===== config.mk =====
export PLATFORM = sky130hd
export DESIGN_NAME = joystick_sample_scheduler
export DESIGN_NICKNAME = d
export VERILOG_FILES = /design/src/rtl/joystick_sample_scheduler.sv
export SDC_FILE = /design/constraint.sdc
export NUM_CORES = 1
export LEC_CHECK = 0
export ABC_AREA = 1
export ABC_CLOCK_PERIOD_IN_PS = 1700
export CORE_ASPECT_RATIO = 0.5
export CORE_UTILIZATION = 50
export DETAILED_ROUTE_END_ITERATION = 16
export GPL_TIMING_DRIVEN = 0
export PLACE_DENSITY = 0.75
export SYNTH_ARGS = -nofsm -noshare
export SYNTH_HDL_FRONTEND = slang
export SYNTH_SLANG_ARGS = --single-unit

===== constraint.sdc =====
create_clock -name clk -period 1.7 [get_ports clk]
set_input_delay 0.34 -clock clk [delete_from_list [all_inputs] [get_ports clk]]
set_output_delay 0.34 -clock clk [all_outputs]
set_load 0.005 [all_outputs]

===== src/rtl/joystick_sample_scheduler.sv =====
// Periodic MCP3008 sampling scheduler with conversion watchdog,
// box-car averaging of X/Y pairs and overrun/timeout accounting.
module joystick_sample_scheduler #(
  parameter int PERIOD_CYCLES  = 500000,
  parameter int TIMEOUT_CYCLES = 2000,
  parameter int AVG_LOG2       = 2
) (
  input  logic       clk,
  input  logic       rst,
  input  logic       enable,
  output logic       adc_start,
  input  logic [9:0] adc_x,
  input  logic [9:0] adc_y,
  input  logic       adc_valid,
  output logic [9:0] x_avg,
  output logic [9:0] y_avg,
  output logic       avg_valid,
  output logic       busy,
  output logic       timeout_pulse,
  output logic [7:0] overrun_cnt,
  output logic [7:0] timeout_cnt
);

  localparam int PW = $clog2(PERIOD_CYCLES);
  localparam int TW = $clog2(TIMEOUT_CYCLES);
  localparam int SW = 10 + AVG_LOG2;
  localparam int IW = AVG_LOG2 + 1;

  localparam logic [PW-1:0] P_LAST =
    PW'(PERIOD_CYCLES - 1);
  localparam logic [TW-1:0] T_LAST =
    TW'(TIMEOUT_CYCLES - 1);
  localparam logic [IW-1:0] I_LAST =
    IW'((1 << AVG_LOG2) - 1);

  typedef enum logic [2:0] {
    IDLE,
    ISSUE,
    WAIT_DATA,
    WAIT_TICK,
    PUBLISH
  } state_t;

  state_t state, nxt;

  logic [PW-1:0] pcnt;
  logic [TW-1:0] wd;
  logic [SW-1:0] sum_x, sum_y;
  logic [SW-1:0] nsum_x, nsum_y;
  logic [IW-1:0] idx;

  logic tick, accept, expire;
  logic keep, publish, drop;

  always_comb begin
    nxt     = state;
    tick    = 1'b0;
    accept  = 1'b0;
    expire  = 1'b0;
    keep    = 1'b0;
    publish = 1'b0;
    drop    = 1'b0;
    nsum_x  = sum_x + SW'(adc_x);
    nsum_y  = sum_y + SW'(adc_y);

    tick   = (state != IDLE) && (pcnt == P_LAST);
    accept = (state == WAIT_DATA) && adc_valid;
    expire = (state == WAIT_DATA) && !adc_valid
             && (wd == T_LAST);
    keep    = accept && enable;
    publish = keep && (idx == I_LAST);
    // A tick the FSM cannot act on is lost.
    drop = tick && ((state == WAIT_DATA)
                    || (state == PUBLISH));

    unique case (state)
      IDLE: if (enable) nxt = ISSUE;
      ISSUE: nxt = WAIT_DATA;
      WAIT_DATA: begin
        if (accept) begin
          if (!enable) nxt = IDLE;
          else if (publish) nxt = PUBLISH;
          else nxt = WAIT_TICK;
        end else if (expire) begin
          nxt = enable ? WAIT_TICK : IDLE;
        end
      end
      WAIT_TICK: begin
        if (!enable) nxt = IDLE;
        else if (tick) nxt = ISSUE;
      end
      PUBLISH: nxt = enable ? WAIT_TICK : IDLE;
      default: nxt = IDLE;
    endcase
  end

  always_ff @(posedge clk) begin
    if (rst) begin
      state         <= IDLE;
      pcnt          <= '0;
      wd            <= '0;
      sum_x         <= '0;
      sum_y         <= '0;
      idx           <= '0;
      adc_start     <= 1'b0;
      x_avg         <= '0;
      y_avg         <= '0;
      avg_valid     <= 1'b0;
      busy          <= 1'b0;
      timeout_pulse <= 1'b0;
      overrun_cnt   <= '0;
      timeout_cnt   <= '0;
    end else begin
      state <= nxt;

      // ISSUE counts as period cycle 0.
      if (state == IDLE) pcnt <= '0;
      else if (state == ISSUE) pcnt <= PW'(1);
      else if (tick) pcnt <= '0;
      else pcnt <= pcnt + PW'(1);

      if (state != WAIT_DATA) wd <= '0;
      else wd <= wd + TW'(1);

      if (state == IDLE || publish) begin
        sum_x <= '0;
        sum_y <= '0;
        idx   <= '0;
      end else if (keep) begin
        sum_x <= nsum_x;
        sum_y <= nsum_y;
        idx   <= idx + IW'(1);
      end

      if (publish) begin
        x_avg <= 10'(nsum_x >> AVG_LOG2);
        y_avg <= 10'(nsum_y >> AVG_LOG2);
      end

      adc_start     <= (state == ISSUE);
      avg_valid     <= publish;
      busy          <= (nxt == ISSUE)
                       || (nxt == WAIT_DATA);
      timeout_pulse <= expire;

      if (drop && overrun_cnt != 8'hFF)
        overrun_cnt <= overrun_cnt + 8'd1;
      if (expire && timeout_cnt != 8'hFF)
        timeout_cnt <= timeout_cnt + 8'd1;
    end
  end

endmodule


==> out/results.tsv <==
stage	metric	value	unit
clock_tree	root_buffer	clkbuf_16	
setup_path	worstPathArrival	2.00	ns
synthesis	synth_top_area_share	36.0	%
setup_path	cp_top_family	adder cells	
place	port_buffers	62	
drt	wl_met2	6.67	mm
timing	max_freq	588	MHz
power	leakage	3.00	nW
place	post-place-cells	971	
clock_tree	cts_tree	built	
die	core	10500	um^2
grt	grt_pass1_wl	21.9	mm
synthesis	syn-num-nets	821	
timing	setup_slack	-0.00102	ns
grt	grt_max_degree	16	
drt	wl_per_cell	13.7	um
drt	vias_per_cell	5.31	
setup_path	end_kind	register	
run_status	violations	setup timing	
clock_tree	clkTransAtPathRegs	0.07	ns
place	dp_hpwl	9.33	mm
timing	min_period_over_period	100	%
setup_path	path_cells	ha_4, inv_2, fa_2, o21ai_4, a21oi_2, or2_4, nand3_1, o211ai_2, inv_2	
cells_and_area	drive_above_1_share	25.0	%
timing	drv_slew	0	
synthesis	synth.area.top_cells	dfxtp_1 (36%), nand2_1 (11%), inv_1 (6.6%)	
synthesis	synthCells	769	
synthesis	async_reset_ff_share	0	%
clock_tree	numCtsBuffers	9	
die	ios	64	
drt	drtAntennaViolNets	0	
die	rows	26	
synthesis	yosysWarnings	0	
place	place.gp.congestion	0.908	
place	dp_slack	-0.607	ns
grt	grt_pass1_vias	4733	
setup_path	worst-setup-path-type	register to register	
setup_path	start_kind	register	
clock_tree	clock_latency	0.35	ns
run_status	outcome	complete, but fails checks	
clock_tree	numClockSinks	100	
cells_and_area	layout.area.seq	2020	um^2
die	dieArea	11600	um^2
worst_hold_path	hp-class	register to register	
synthesis	yosysSeqAreaShare	36.0	%
drt	drc	0	
synthesis	synth.distinct_cells	43	
drt	totalWireLength	13.8	mm
drt	routed-wl-met3	621	um
timing	finalSetupTns	-0.00181	ns
synthesis	synth_edf_count	0	
cells_and_area	final_cell_mix	nand2_1 (147), inv_1 (93), dfxtp_1 (86)	
drt	dr.pass1.iters	5	
clock_tree	ctsHoldBuffers	0	
cells_and_area	fill_cells	797	
clock_tree	h-tree-depth	3	
timing	relSlewSlack	50.7	%
grt	track_usage	23.8	%
timing	worstMarginPinSlew	0.739	ns
setup_path	cp_max_fo	3	
job	maxCapViolations	0	
drt	drtIter0Drc	259	
clock_tree	max-clock-path-buffers	2	
power	ir_drop	0.000481	V
die	dieHeight	76.6	um
timing	grt_setup_unrepaired	true	
synthesis	syn_area	5560	um^2
cells_and_area	fin_nets	915	
synthesis	yosys.area.top_type	dfxtp_1	
timing	finalHoldViolations	0	
setup_path	cp_data_required_time	2.00	ns
drt	top_layer_used	met4	
synthesis	ys.flop_type	dfxtp_1	
timing	finalClockSkew	0.00936	ns
cells_and_area	utilization	71.1	%
die	initial_core_util	52.9	%
power	pwr_density_cell	675	nW/um^2
grt	antenna_found_initial	0	
synthesis	ys_ff_latch	100	
timing	whs	0.417	ns
cells_and_area	insertedDiodeCount	0	
cells_and_area	area_growth	34.5	%
cells_and_area	multi_input_area	3590	um^2
cells_and_area	mostFrequentLayoutCell	nand2_1	
setup_path	crit_top_cell	inv_2	
drt	dr_total_vias	5350	
die	die_w	151	um
cells_and_area	layout.cells.non_filler	1008	
setup_path	cp_slowest_stage_delay	0.37	ns
setup_path	critPathBufInv	2	
synthesis	avgSynthCellArea	7.23	um^2
timing	setup_viol	2	
setup_path	cp_slowest_cell	fa_2	
timing	period_needed	1.70	ns
grt	grt_overflow_total	0	
drt	wl_met1	6.40	mm
layout make-up:
| cell class | instances | share of cell area (%) |
|---|---|---|
| buffer | 14 | 1.26 |
| clock inverter | 3 | 0.904 |
| timing repair buffer | 83 | 10.6 |
| multi-input combinational | 536 | 48.1 |
| sequential | 100 | 27.0 |
| inverter | 119 | 6.18 |
| clock buffer | 13 | 3.62 |
| tap | 140 | 2.34 |
per-layer routing:
| layer | vias up | track usage (%) |
|---|---|---|
| met5 | - | 0 |
| met4 | 0 | 6.30 |
| met3 | 18 | 5.09 |
| met2 | 124 | 39.5 |
| met1 | 2516 | 31.0 |
| li1 | 2692 | - |
metrics by stage:
step	area, um^2	power, mW
floorplan	5570	2.60
global placement	6370	2.71
detailed placement	6370	2.72
CTS	6980	5.02
global route	7480	5.20
finish	7480	5.05
cell usage after synthesis (7+ instances only):
| master | n |
|---|---|
| a21oi_1 | 56 |
| dfxtp_1 | 100 |
| ha_1 | 26 |
| inv_1 | 97 |
| inv_2 | 20 |
| nand2_1 | 156 |
| nand3_1 | 67 |
| nand3b_1 | 7 |
| nand4_1 | 16 |
| nor2_1 | 75 |
| nor3_1 | 18 |
| o211ai_2 | 15 |
| o21a_1 | 9 |
| o21ai_0 | 18 |
| or2_2 | 7 |
| xnor2_1 | 10 |
| xor2_1 | 12 |
what timing repair did:
item                                    4_1_cts  5_1_grt
gates resized for setup                      46       94
endpoints found under the setup margin       64       72
buffers inserted                              9       12
pin swaps                                    13       27
power by group:
group	total [mW]	switching, mW	internal (mW)
Sequential	2.37	0.0119	2.35
Combinational	0.372	0.222	0.150
Clock	2.31	0.898	1.41
Total	5.05	1.13	3.92
worst reg2reg max path: cells and delay by family, from the launching register on:
family	cells	cell delay, ns
AOI/OAI and AO/OA	3	0.38
adders and majority gates	2	0.51
buffers and inverters	2	0.08
DFF	1	0.35
and+or+nand+nor	2	0.32
kinds of logic after synthesis:
kind of cell	count (synthesis)	synth area share, %
flip-flops	100	36.0
buffers and inverters	133	9.91
AO/OA/AOI/OAI	120	14.1
AND/OR/NAND/NOR	366	29.9
adder cells (fa/ha/maj)	28	6.57
XOR/XNOR	22	3.47
state kept, by name (all words and copies together) (netlist names):
signal / count
adc_start: 1
pcnt: 19
wd: 11
timeout_pulse: 1
y_avg: 10
avg_valid: 1
busy: 1
idx: 3
sum_x: 12
sum_y: 12
state: 3
x_avg: 10
overrun_cnt: 8
timeout_cnt: 8
path summary, 6_finish.rpt:
check	start	endpoint	slack, ns	cells after the start
setup / recovery	sum_y[0]	sum_y[6]	-0.001	9
hold / removal	wd[0]	wd[0]	0.42	1
setup reg to reg	sum_y[0]	sum_y[6]	-0.001	9
hold reg to reg	wd[0]	wd[0]	0.42	1
(Power assumes the default switching activity.)
